$ cat src/rtl/uart_tx_serializer.sv
// uart_tx_serializer: 8N1 LSB-first UART transmitter with strobe/busy handshake; define UART_TX_PARITY_EN to add an even-parity bit
module uart_tx_serializer #(
    parameter logic [23:0] CLOCKS_PER_BAUD = 24'd868,
    parameter int          DATA_BITS       = 8
) (
    input  logic       i_clk,
    input  logic       i_reset_n,
    input  logic       i_wr,
    input  logic [7:0] i_data,
    output logic       o_uart_tx,
    output logic       o_busy
);
    typedef enum logic [2:0] {IDLE, START, DATA, PARITY, STOP} state_t;
    state_t      state, state_d;
    logic [23:0] cnt, cnt_d;
    logic [2:0]  idx, idx_d;
    logic [7:0]  sh, sh_d;
    logic        tx_d, bit_end;
`ifdef UART_TX_PARITY_EN
    logic        par, par_d;
`endif
    if (DATA_BITS != 8 || CLOCKS_PER_BAUD < 24'd2) begin : g_bad_param
        $error("uart_tx_serializer: DATA_BITS must be 8 and CLOCKS_PER_BAUD must be >= 2");
    end
    assign bit_end = cnt == 24'd0;
    always_comb begin
        state_d = state;
        cnt_d   = state == IDLE ? cnt : (bit_end ? CLOCKS_PER_BAUD - 24'd1 : cnt - 24'd1);
        idx_d   = idx;
        sh_d    = sh;
        tx_d    = o_uart_tx;
`ifdef UART_TX_PARITY_EN
        par_d   = par;
`endif
        case (state)
            IDLE: if (i_wr) begin
                state_d = START;
                sh_d    = i_data;
                cnt_d   = CLOCKS_PER_BAUD - 24'd1;
                tx_d    = 1'b0;
`ifdef UART_TX_PARITY_EN
                par_d   = ^i_data;
`endif
            end
            START: if (bit_end) begin
                state_d = DATA;
                tx_d    = sh[0];
            end
            DATA: if (bit_end) begin
                sh_d  = {1'b1, sh[7:1]};
                idx_d = idx + 3'd1;
                tx_d  = sh[1];
                if (idx == 3'd7) begin
`ifdef UART_TX_PARITY_EN
                    state_d = PARITY;
                    tx_d    = par;
`else
                    state_d = STOP;
                    tx_d    = 1'b1;
`endif
                end
            end
            PARITY: if (bit_end) begin
                state_d = STOP;
                tx_d    = 1'b1;
            end
            STOP: if (bit_end) begin
                state_d = IDLE;
                cnt_d   = '0;
            end
            default: state_d = IDLE;
        endcase
    end
    always_ff @(posedge i_clk or negedge i_reset_n) begin
        if (!i_reset_n) begin
            state     <= IDLE;
            cnt       <= '0;
            idx       <= '0;
            sh        <= 8'hFF;
            o_uart_tx <= 1'b1;
            o_busy    <= 1'b0;
`ifdef UART_TX_PARITY_EN
            par       <= 1'b0;
`endif
        end else begin
            state     <= state_d;
            cnt       <= cnt_d;
            idx       <= idx_d;
            sh        <= sh_d;
            o_uart_tx <= tx_d;
            o_busy    <= state_d != IDLE;
`ifdef UART_TX_PARITY_EN
            par       <= par_d;
`endif
        end
    end
endmodule
$ cat config.mk
export PLATFORM = sky130hd
export DESIGN_NAME = uart_tx_serializer
export DESIGN_NICKNAME = d
export VERILOG_FILES = /design/src/rtl/uart_tx_serializer.sv
export SDC_FILE = /design/constraint.sdc
export NUM_CORES = 1
export LEC_CHECK = 0
export ABC_CLOCK_PERIOD_IN_PS = 4560
export CORE_UTILIZATION = 45
export DETAILED_ROUTE_END_ITERATION = 10
export RECOVER_POWER = 25
export SLEW_MARGIN = 20
export SYNTH_ARGS = -nofsm -noshare
export SYNTH_HDL_FRONTEND = slang
export SYNTH_SLANG_ARGS = --single-unit
$ cat constraint.sdc
create_clock -name i_clk -period 4.56 [get_ports i_clk]
set_clock_uncertainty 0.2 [all_clocks]
set_input_delay 0.912 -clock i_clk [delete_from_list [all_inputs] [get_ports i_clk]]
set_output_delay 0.912 -clock i_clk [all_outputs]
set_load 0.02 [all_outputs]
Word-level counts from Yosys, hierarchy flattened
Index checks and enable logic that the tools add are counted.
Widths: inputs -> output; s select.
- add/subtract/negate cells: 2
- equality and inequality tests: 9
- mux-type cells: 21
- reduce and logical (&&, ||, !) cells: 8
- operators with widths (kind ; number):
    $mux 24 ; 4
    $pmux 24 s2 ; 1
    $logic_not 24->1 ; 1
    $sub 24x1->24 const B ; 1
    $mux 3 ; 6
    $mux 8 ; 2
    $pmux 8 s2 ; 1
    $pmux 3 s5 ; 1
    $ne 2x2->1 const B ; 4
    $eq 3x2->1 const B ; 2
    $eq 3x3->1 const B ; 2
    $mux 1 ; 5
    $reduce_and 5->1 ; 1
    $pmux 1 s4 ; 1
    $reduce_bool 4->1 ; 1
    $add 3x1->3 const B ; 1
    $eq 3x1->1 const B ; 1
    $logic_not 3->1 ; 1
    $reduce_and 3->1 ; 1
    $reduce_bool 3->1 ; 1
    $reduce_and 2->1 ; 1
    $reduce_bool 2->1 ; 1
- register bits: 40
- input bits: 11
- output and inout port bits: 2
- logic and storage cells: 46

Depth between registers and ports, before layout
Gate-level depths: netlist of run 1.
- depth after elaboration: 5
- depth in mapped cells: 9
- mapped depth without buffers: 7

Least setup slack after synthesis of run 1
No wires, ideal clock.
- path type: reg-to-reg
- start point: register cnt[14]
- end point: register cnt[11]
- arrival time: 2.438 ns
- setup slack: 1.804 ns
- cell stages (with the launch flop): 9
- buffers on the path: 3
- clock period less this slack: 2.756 ns
- cell sequence: dfrtp_1 or4_4 or4_4 buf_6 or4_4 buf_6 o21ai_4 buf_6 nor2_1
- word-level cells in the longest chain between the ends: 5
- elaborated cells between the ends (all ways): 6
- ends and longest elaborated chain (what ; RTL line ; RTL):
    start: declaration ; 15 ; logic [23:0] cnt, cnt_d;
    start signal: assignment ; 87 ; cnt <= cnt_d;
    $logic_not 24->1 (*) ; 25 ; assign bit_end = cnt == 24'd0;
    $mux 24 (2 in series) ; 28 ; cnt_d = state == IDLE ? cnt : (bit_end ? CLOCKS_PER_BAUD - 24'd1 : cnt - 24'd1);
    $mux 24, on equally long branches ; 67, 36 ;
    $pmux 24 s2 (*) ; 35 ; case (state)
    named net cnt_d[11] ; 15 ;
The timed path passes the listed nets; every way through them passes the cells marked *.
A chain may end at the register's enable or synchronous reset.

Worst setup path after layout of run 1
- start point: register cnt[0]
- end point: register cnt[9]
- word-level cells in the longest chain between the ends: 5
- elaborated cells between the ends (all ways): 7
- ends and longest elaborated chain (what ; RTL line):
    $sub 24x1->24 or $logic_not 24->1 (tied branches) ; 28, 25
    $mux 24 (2 in series) ; 28
    $mux 24, on equally long branches ; 67, 36
    $pmux 24 s2 (*) ; 35
    named net cnt_d[9] ; 15
Marks and branches as above.

==> metrics.txt, run 1 <==
max frequency 326.7 MHz; chip height 69.92 um; Max rail drop VDD 0.2039 mV; Routed Antenna Nets 0; WL/cell 15.00 um; WP data arrival 3040 ps; GPL Wtd Cong 0.8260; main combinational cell family by area after synthesis simple AND/OR/NAND/NOR gates; die width 69.92 um; PostCTS Resize Cnt 0; Core Area 4384 um2; antenna violations before repair 0; failing checks max-capacitance violations, max-slew violations; Top FF cell, synth dfrtp_1; post-synthesis cell count 209; crit path capture type register; grt ovf 0; Via density 5.952; clk_lat worst skew 280 ps; worst reg-to-reg path cell count 7; pre-CTS setup slack 1519 ps; number of setup violations in the final report 0; final design utilization 52.28%; Synth Area in Simple Gates 22.60%; Tcrit/Tclk final 67.12%; post-synthesis cell area 2076 um2; Post-Synth XOR/XNOR Area 7.173%; total vias in the final route 1,619; CTS max path bufs 2; Worst Hold Path EP idx[0]; DP HPWL 2935 um; ys async rst share 100.0%; final worst slack 1499 ps; Rel. slew slack -40.96%; Clock Sinks 40; reg-to-reg endpoint cnt[9]; mux contribution to synthesized area 1.085%; num rows 24; vias in the first global route 1,621; share of cells above drive strength 1 11.36%; Initial Util 47.35%; Ports 13; R2R setup slack 1500 ps; EDFF count, synth 0; sequential area share after synthesis 48.76%; RSZ-0062 raised after global routing false; critical-path maximum fanout 10; worst r2r src cnt[0]; P&R area growth vs syn 10.43%; Synth cell types 37; largest net degree at the start of global routing 41; DR pass1 iterations 4; fin nets 233; commonest cells after routing, fill and taps aside nor2_1, dfrtp_1, xnor2_1, o21ai_0, nor3_1; ANT cells 0; endpoints failing hold 0; WHS Path Cells 1; post-layout min period 3061 ps; gr usage total 18.88%; clock slew at reported path FFs 80 ps; Hold WS 280.8 ps; Post-Route WL 4081 um; CTS tree done; max-slew violation total from the final report 41; Max Cap Violations 1; LEAKAGE 0.9275 nW; DRC viols 0; share of the synthesized area in the top cell type 37.37%; outcome finished, violations left; syn nets 223; Synth area leader dfrtp_1; CTS root buf clkbuf_8; setup bufs post-CTS 0; crit start category register; CTS Hold Bufs 0; Req. time, crit path 4530 ps; total power 698.3 uW; post-synthesis adder-cell area fraction 1.808%; TritonCTS buffer count 5; First DRT Iteration DRCs 93; Mapped Avg Cell Area 9.932 um2; Synth area leaders dfrtp_1, dfstp_2, xnor2_1; setup TNS 0 ps; Slew @ Worst Pin 2114 ps; H-tree depth 2; total power divided by cell area 304.6 nW/um2; CP Class reg2reg; Seq cells post-synth 40; full die area 4888 um2; Tightest Hold Check Type reg2reg; IO buf count 12; Synth Area in Compound Gates 15.13%; Yosys warnings 0; first-pass GRT wire length 7445 um; Hold Crit Start idx[0]
cell type report:
cell class / count / area, um2
tap: 52 / 65.06
clock buffer: 8 / 90.09
multi-input combinational: 156 / 992.2
sequential: 40 / 1012
timing repair buffer: 13 / 121.4
inverter: 3 / 11.26
fill: 422 / 2092
worst max-delay path by stage:
stage / startpoint / to / slack (ps) / cells after the start
after floorplan: cnt[14] / cnt[11] / 1800 / 8
after global placement: cnt[0] / o_uart_tx / 1580 / 7
after detailed placement: cnt[0] / o_uart_tx / 1520 / 7
after CTS: cnt[0] / o_uart_tx / 1500 / 7
final: cnt[0] / cnt[9] / 1500 / 7
after global routing: cnt[0] / o_uart_tx / 1240 / 7
synth_stat cells, types with 3 or more instances:
cell and count:
dfstp_2 9, inv_1 3, o22a_1 7, or3_1 6
or4_4 3, clkbuf_1 7, a21oi_1 6, nand2_1 9
nor3_1 12, nand3_1 4, buf_6 3, nor4_1 9
xnor2_1 16, ha_1 3, nand2b_1 3, o21ai_0 13
nand4_1 3, nor2_1 31, dfrtp_1 31, o21a_1 7
through the flow:
step | instances | area [um2]
2_1_floorplan | 209 | 2076
3_3_place_gp | 264 | 2203
3_5_place_dp | 264 | 2203
4_1_cts | 272 | 2293
5_1_grt | 272 | 2292
6_report | 272 | 2292
power breakdown:
part           switching, mW  total, mW  internal (mW)
Sequential            0.0212      0.396          0.374
Combinational         0.0325     0.0640         0.0315
Clock                  0.115      0.239          0.123
Total                  0.169      0.698          0.529
critical path: stages (launching register included):
cell	delay [ps]
dfrtp_1	430
inv_1	80
ha_1	190
nor3b_1	400
nand4_1	400
nor4_2	860
nor2_1	110
a211o_1	290
state kept, by name (all words and copies together) (netlist names):
| signal | count |
|---|---|
| cnt | 24 |
| sh | 8 |
| idx | 3 |
| state | 3 |
| o_busy | 1 |
| o_uart_tx | 1 |
logic make-up after synthesis:
kind of cell,after synthesis
and+or+nand+nor,89
AOI/OAI and AO/OA,45
DFF,40
xor gates and xnor gates,17
buffers and inverters,13
adders and majority gates,3
muxes,2
routing by layer:
layer | global-route usage (%) | share of wire [%] | up-vias
met5 | 0 | 0 | -
met4 | 6.000 | 1.1 | 0
met3 | 3.608 | 3.0 | 6
met2 | 31.30 | 49 | 30
met1 | 25.00 | 47 | 798
li1 | - | - | 785
Note: power is estimated with default switching activity, not from simulation.
==> inputs of run 2 (changes only) <==
ABC_CLOCK_PERIOD_IN_PS = 3000   (was 4560)
clock period = 3 ns   (was 4.56 ns; I/O delays follow)
==> metrics.txt, run 2 (synthesis gave the netlist of run 1 again) <==
total power divided by cell area 486.8 nW/um2 (was 304.6 nW/um2); post-layout min period 2807 ps (was 3061 ps); chip height 69.92 um (unchanged); vias in the first global route 1,628 (was 1,621); IO buf count 12 (unchanged); Tightest Hold Check Type reg2reg (unchanged); DR pass1 iterations 4 (unchanged); TritonCTS buffer count 5 (unchanged); clk_lat worst skew 300 ps (was 280 ps); Post-Route WL 4213 um (was 4081 um); Largest regs cnt (24), sh (8) (unchanged); LEAKAGE 0.9647 nW (was 0.9275 nW); fin nets 239 (was 233); Req. time, crit path 2970 ps (was 4530 ps); Tcrit/Tclk final 93.57% (was 67.12%); GPL Wtd Cong 0.7854 (was 0.8260); Routed Antenna Nets 0 (unchanged); crit path capture type register (unchanged); CTS tree done (unchanged); CP max-delay cell or4_4 (was nor4_2); First DRT Iteration DRCs 125 (was 93); ANT cells 0 (unchanged); outcome finished, violations left (unchanged); Via density 5.964 (was 5.952); WHS Path Cells 2 (was 1); commonest cells after routing, fill and taps aside nor2_1, dfrtp_1, xnor2_1, o21ai_0, nor3_1 (unchanged); full die area 4888 um2 (unchanged); failing checks max-capacitance violations, max-slew violations (unchanged); Core Area 4384 um2 (unchanged); H-tree depth 2 (unchanged); num rows 24 (unchanged); DP HPWL 2945 um (was 2935 um); most frequent CP cell or4_4; die width 69.92 um (unchanged); P&R area growth vs syn 13.62% (was 10.43%); max frequency 356.2 MHz (was 326.7 MHz); CP Class reg2reg (unchanged); Rel. slew slack -38.44% (was -40.96%); Ports 13 (unchanged); max-slew violation total from the final report 41 (unchanged); number of setup violations in the final report 0 (unchanged); total vias in the final route 1,658 (was 1,619); Max Cap Violations 1 (unchanged); largest net degree at the start of global routing 41 (unchanged); total power 1.148 mW (was 698.3 uW); first-pass GRT wire length 7583 um (was 7445 um); critical-path maximum fanout 14 (was 10); Slew @ Worst Pin 2077 ps (was 2114 ps); setup TNS 0 ps (unchanged); WP data arrival 2770 ps (was 3040 ps); DRC viols 0 (unchanged); RSZ-0062 raised after global routing false (unchanged); clock slew at reported path FFs 80 ps (about the same); worst-path cell chain or4_4 -> or4_4 -> or4_4 -> o21ai_4 -> nor2_1 (was inv_1 -> ha_1 -> nor3b_1 -> nand4_1 -> nor4_2 -> nor2_1 -> a211o_1); PostCTS Resize Cnt 0 (unchanged); slowest cell delay on critical path 570 ps (was 860 ps); antenna violations before repair 0 (unchanged); gr usage total 19.81% (was 18.88%); max reg flops 24 (unchanged); Clock Sinks 40 (unchanged); Initial Util 47.35% (unchanged); CTS root buf clkbuf_8 (unchanged); grt ovf 0 (unchanged); Max rail drop VDD 0.2932 mV (was 0.2039 mV); CTS Hold Bufs 0 (unchanged); worst reg-to-reg path cell count 5 (was 7); setup bufs post-CTS 0 (unchanged); WL/cell 15.15 um (was 15.00 um); CTS max path bufs 2 (unchanged); crit start category register (unchanged); largest register by flop count cnt (unchanged); endpoints failing hold 0 (unchanged); share of cells above drive strength 1 14.60% (was 11.36%)
run 2: metrics by stage:
step / cells / util, % / hold slack [ps] / setup slack, ps / area (um2)
after global placement: 270 / 51.28 / 262.9 / 237.1 / 2248
after global routing: 278 / 53.80 / 302.3 / 71.60 / 2359
after detailed placement: 270 / 51.28 / 274.1 / 180.8 / 2248
after floorplan: 209 / - / 104.4 / 243.7 / 2076
final: 278 / 53.80 / 282.8 / 192.9 / 2359
after CTS: 278 / 53.82 / 243.5 / 181.2 / 2360
run 2: final timing paths:
check / start / endpoint / slack, ps
setup / recovery: cnt[14] / cnt[14] / 190
hold / removal: sh[7] / sh[7] / 280
setup reg to reg: cnt[14] / cnt[14] / 190
hold reg to reg: sh[7] / sh[7] / 280
max in group asynchronous: i_reset_n / cnt[13] / 720
min in group asynchronous: i_reset_n / state[0] / 700
run 2: area by class of cell:
class	count	area, um2
Timing Repair Buffer	19	166.4
Clock buffer	5	68.82
Sequential cell	40	1012
Multi-Input combinational cell	156	992.2
Clock inverter	3	42.54
Tap cell	52	65.06
Inverter	3	11.26
Fill cell	413	2026
run 2: metal layers:
layer  track usage (%)  routed length [um]  vias to the layer above
met5                 0                   0                        -
met4             8.889                  89                        0
met3             4.618                 189                        7
met2             31.62                1963                       38
met1             25.66                1971                      817
li1                  -                   -                      796
run 2: worst max-delay path, delay by kind of cell (launching register included):
kind	cells	cell delay, ps
flip-flops	1	400
AND/OR/NAND/NOR	4	1730
AO/OA/AOI/OAI	1	350
run 2: power by group:
part	internal (mW)	switching, mW
clock	0.246	0.192
sequential	0.569	0.0320
combinational	0.0559	0.0529
total	0.871	0.277
==> variant 1, RTL diff (settings of run 1) <==
Remove the register `o_busy`: a continuous assignment takes its place, so the output `o_busy` follows one clock earlier.
--- a/src/rtl/uart_tx_serializer.sv
+++ b/src/rtl/uart_tx_serializer.sv
@@ -79,5 +79,4 @@
             sh        <= 8'hFF;
             o_uart_tx <= 1'b1;
-            o_busy    <= 1'b0;
 `ifdef UART_TX_PARITY_EN
             par       <= 1'b0;
@@ -89,5 +88,4 @@
             sh        <= sh_d;
             o_uart_tx <= tx_d;
-            o_busy    <= state_d != IDLE;
 `ifdef UART_TX_PARITY_EN
             par       <= par_d;
@@ -95,3 +93,5 @@
         end
     end
+
+    assign o_busy = state_d != IDLE;
 endmodule
Formal check against the unedited RTL: not equivalent (Yosys sat finds a counterexample within 4 cycles, from zero or initial values and one cycle with i_reset_n low).
==> variant 1 against run 1 <==
  * The flow still finishes with violations (capacitance limit, slew limit)
  * Non-clock buffer count grew 1
  * Critical path depth shrank 1
  * Setup slack lost 1.1 ns
  * Final cell count did not move
  * Global-route usage shrank 0.63 points
  * Synthesized cell count down 0.48%
  * Final area up 1.3%
  * Wire length is 2.9% lower
  * Power increased by 14%
  * Synthesized area down 1.2%
  * Sequential cell count decreased by 1
  * Highest routed layer unchanged
==> variant 1: results (changes against run 1) <==
seq_share_pct: 42.5  # -1.6 points
clock_cell_area_share_pct: 5.88  # +1.9 points
status: "finished with violations"
ir_worst_vdd_uv: 168  # -18%
yosys-top-cells-area: "dfrtp_1 37%, dfstp_2 12%, xnor2_1 6.8%"
ctsHtreeMaxLevel: 2  # unchanged
cp.arrival_ns: 3.09  # +0.05 ns
antenna_found_initial: 0  # unchanged
place_congestion: 0.753  # -8.8%
post_drt_via_cell_ratio: 5.79  # -2.8%
num-nonclk-buffers: 14  # +1
drt_iter0_markers: 84  # -9.7%
max-slew-margin-rel_pct: -37.4  # +3.5 points
cts_resized: 0  # unchanged
drtPass1Iterations: 4  # unchanged
top_regs: "cnt x24, sh x8"
ys_ff_latch: 39  # -2.5%
clockBufferDepth: 2  # unchanged
max_cap_violations: 1  # unchanged
ys_top_cells_by_count: "31 x nor2_1, 30 x dfrtp_1, 16 x xnor2_1"
post_cts_buffers: 0  # unchanged
grt_pass1_vias: 1480  # -8.7%
leakage_uw: 0.000942  # +1.5%
finalMaxSlewViolations: 40  # -2.4%
async_flop_share_pct: 100  # unchanged
nClkBuffers: 5  # -3
nonClkBufAreaFrac_pct: 5.55  # +0.26 points
wirelength_microns: 3960  # -2.9%
track_usage_pct: 18.2  # -0.63 points
worst_hold_path_type: "flop to flop"
violations: "capacitance limit, slew limit"
nMultiInputCombCells: 156  # unchanged
layout.nets: 233  # unchanged
use_met2_pct: 30.1  # -1.2 points
grt_util_met3_pct: 4.80  # +1.2 points
worstSkewPairLatency_ns: 0.29
drive_gt1_share_pct: 12.7  # +1.4 points
grt_pass1_wl_microns: 6880  # -7.6%
path_max_fanout: 9  # -1
yosysSeqAreaShare_pct: 48.1  # -0.63 points
multi_input_area_sq_um: 992  # unchanged
final.setup.tns_ns: 0  # unchanged
synth_nets: 222  # -0.45%
grt_start_max_net_pins: 40  # -2.4%
fill_cells: 389  # -7.8%
hpwl_microns: 2750  # -6.3%
ys_warn_count: 0  # unchanged
use_met1_pct: 23.2  # -1.8 points
n_all_inverters: 3  # unchanged
root_buffer: "clkbuf_8"
==> variant 1: changes by cell type after synthesis <==
cell     change
dfrtp_1      -1
==> variant 1: through the flow <==
stage               utilization (%)  instance area, sq um  cells  setup slack (ns)
finish                         53.3                  2320    272             0.361
global route                   53.3                  2320    272             0.186
CTS                            53.3                  2320    272             0.338
detailed placement             50.2                  2190    264             0.671
global placement               50.2                  2190    264             0.700
floorplan                         -                  2050    208              1.04
==> variant 1: critical path, stage by stage (launching register included) <==
cell	delay, ns
dfrtp_1	0.40
or4_4	0.56
or4_4	0.50
or4_4	0.58
nand3_1	0.12
o21ai_0	0.08
clkdlybuf4s50_1	0.55
==> variant 1: per-layer routing <==
layer,vias to the layer above,wire (microns)
met5,-,0
met4,0,26
met3,2,149
met2,25,1970
met1,770,1820
li1,777,-
==> variant 1: worst paths after layout <==
kind,startpoint,to,slack (ns),cells past startpoint
worst max-delay path,cnt[14],o_busy,0.36,6
worst min-delay path,sh[7],sh[7],0.28,2
worst max register to register,cnt[14],cnt[9],1.66,5
worst min register to register,sh[7],sh[7],0.28,2
max in group asynchronous,i_reset_n,state[2],1.98,1
min in group asynchronous,i_reset_n,cnt[0],1.00,1
==> variant 1: logic make-up (layout without fill, tap and decap cells) <==
group / Yosys count / count (layout) / synth area share [%]
AND/OR/NAND/NOR: 89 / 89 / 22.9
flip-flops: 39 / 39 / 48.1
AO/OA/AOI/OAI: 45 / 45 / 15.3
buffers and inverters: 13 / 25 / 3.48
multiplexers: 2 / 2 / 1.10
adder cells (fa/ha/maj): 3 / 3 / 1.83
XOR/XNOR: 17 / 17 / 7.26
==> variant 1: where the power goes <==
part	internal (uW)	leakage [uW]	switching [uW]
clock	218	0.0000644	124
sequential	365	0.000471	21.6
combinational	31.5	0.000407	32.4
total	615	0.000942	178
==> variant 2, RTL diff (flow settings as in run 1) <==
Made on the original files. Build with the macro `UART_TX_PARITY_EN` defined.
--- a/src/rtl/uart_tx_serializer.sv
+++ b/src/rtl/uart_tx_serializer.sv
@@ -1,3 +1,5 @@
 // uart_tx_serializer: 8N1 LSB-first UART transmitter with strobe/busy handshake; define UART_TX_PARITY_EN to add an even-parity bit
+`define UART_TX_PARITY_EN
+
 module uart_tx_serializer #(
     parameter logic [23:0] CLOCKS_PER_BAUD = 24'd868,
Check against the original RTL: same outputs for any inputs over 10 cycles, from zero or initial values and one cycle with i_reset_n low; that may be too few to reach the edited logic, so the function may still have changed.
==> variant 2 against run 1 <==
  * The run still ends with capacitance limit, slew limit left
  * Setup slack improved by 0.14 ns
  * Power increased by 16%
  * Wire length rose by 22%
  * Via count increased by 11%
  * Synthesized area rose by 12%
  * Final area up 12%
  * Sequential cell count increased by 1
  * Hold slack better by 0.017 ns
  * Critical path depth fell by 3
  * Critical path type unchanged
  * Critical endpoint is now idx[1]
  * Largest cell class is now multi-input combinational cells
==> variant 2: results (changes against run 1) <==
synth_nets: 235  # +5.4%
layout.nets: 245  # +5.2%
yosysSeqAreaShare_pct: 44.5  # -4.3 points
cp_slowest_cell: "nor4_4"
worstSkewPairLatency_ns: 0.29
vias: 1790  # +11%
crit_family: "simple AND/OR/NAND/NOR gates"
grt_pass1_wl_microns: 8600  # +16%
grt_start_max_net_pins: 42  # +2.4%
diodes: 0  # unchanged
drt_iter0_markers: 112  # +20%
critPathMaxStageDelay_ns: 0.77  # -0.09 ns
dr_wl_met2_microns: 2300  # +15%
route.met3.wl_microns: 268  # +120%
clockBufferDepth: 2  # unchanged
cts_inserted_buffers: 5  # unchanged
wl_met1_microns: 2340  # +22%
max_cap_violations: 1  # unchanged
worst_hold_path_type: "flop to flop"
max-slew-margin-rel_pct: -45.2  # -4.2 points
status: "finished with violations"
clk_pin_slew_ns: 0.08  # about the same
ys_top_cells_by_count: "32 x dfrtp_1, 17 x mux2_2, 15 x nor2_1"
post_cts_buffers: 0  # unchanged
track_usage_pct: 20.8  # +1.9 points
root_buffer: "clkbuf_8"
hpwl_microns: 3620  # +23%
ir_worst_vdd_uv: 181  # -11%
place_congestion: 0.870  # +5.3%
synth_cell_type_count: 52  # +41%
async_flop_share_pct: 100  # unchanged
top_regs: "cnt x24, sh x8"
wirelength_microns: 4970  # +22%
drive_gt1_share_pct: 21.1  # +9.8 points
ys_warn_count: 0  # unchanged
ctsHtreeMaxLevel: 2  # unchanged
drtPass1Iterations: 4  # unchanged
violations: "capacitance limit, slew limit"
cts_resized: 0  # unchanged
path_max_fanout: 11  # +1
leakage_uw: 0.00102  # +10%
highest_layer: "met4"
finalMaxSlewViolations: 42  # +2.4%
portBuffers: 12  # unchanged
cp.arrival_ns: 2.90  # -0.14 ns
yosys_most_used_dff: "dfrtp_1"
antenna_found_initial: 0  # unchanged
yosys-top-cells-area: "dfrtp_1 34%, dfstp_2 10%, mux2_2 8.2%"
[variant 2: changes by cell type after synthesis, sizes merged, moves of 4 or more]
cell / change
nor2: -16
mux2: +15
o31ai: +9
o21a: -7
o22a: -6
xnor2: -6
a21oi: +5
o21ai: -5
xor2: +5
o211ai: +4
or3: +4
[variant 2: power by group]
part	internal [uW]	switching (uW)	total, uW
sequential	402	36.3	439
combinational	60.4	63.1	124
clock	124	122	246
total	586	222	808
[variant 2: kinds of logic (layout without fill, tap and decap cells)]
logic type | count (synthesis) | count (layout) | share of synthesized area [%]
and+or+nand+nor | 78 | 78 | 21.2
AOI/OAI and AO/OA | 48 | 48 | 14.3
DFF | 41 | 41 | 44.5
muxes | 20 | 20 | 9.50
xor gates and xnor gates | 16 | 16 | 6.01
buffers and inverters | 15 | 26 | 2.95
adders and majority gates | 3 | 3 | 1.61
[variant 2: final timing paths]
check                           depth (start not counted)       to       from  slack, ns
max in group asynchronous                               1   idx[2]  i_reset_n       1.86
worst max-delay path                                    4   idx[1]    cnt[20]       1.64
worst min register to register                          1   idx[0]     idx[0]       0.30
worst max register to register                          4   idx[1]    cnt[20]       1.64
min in group asynchronous                               1  cnt[15]  i_reset_n       1.05
worst min-delay path                                    1   idx[0]     idx[0]       0.30
[variant 2: layout make-up]
| cell class | instances | area [sq um] |
|---|---|---|
| Sequential cell | 41 | 1040 |
| Timing Repair Buffer | 12 | 114 |
| Fill cell | 450 | 2270 |
| Clock buffer | 8 | 90.1 |
| Inverter | 6 | 22.5 |
| Multi-Input combinational cell | 165 | 1230 |
| Tap cell | 67 | 83.8 |
[variant 2: through the flow]
stage / cell area (sq um) / hold slack, ns / worst slack (ns) / cells / power (uW)
after detailed placement: 2480 / 0.293 / 1.62 / 291 / 569
after global placement: 2480 / 0.261 / 1.67 / 291 / 561
final: 2570 / 0.297 / 1.64 / 299 / 808
after global routing: 2570 / 0.312 / 1.42 / 299 / 848
after CTS: 2570 / 0.307 / 1.66 / 299 / 815
after floorplan: 2330 / 0.248 / 2.30 / 221 / 521
[variant 2: metal layers]
metal | vias up | GRT usage [%]
met3 | 4 | 4.61
met1 | 883 | 29.6
met2 | 46 | 31.7
li1 | 857 | -
met4 | 0 | 6.62
met5 | - | 0
[variant 2: worst reg2reg max path, stage by stage, from the launching register on]
cell	delay (ns)
dfrtp_1	0.44
nor4_1	0.62
nand4_2	0.37
nor4_4	0.77
mux2_2	0.41
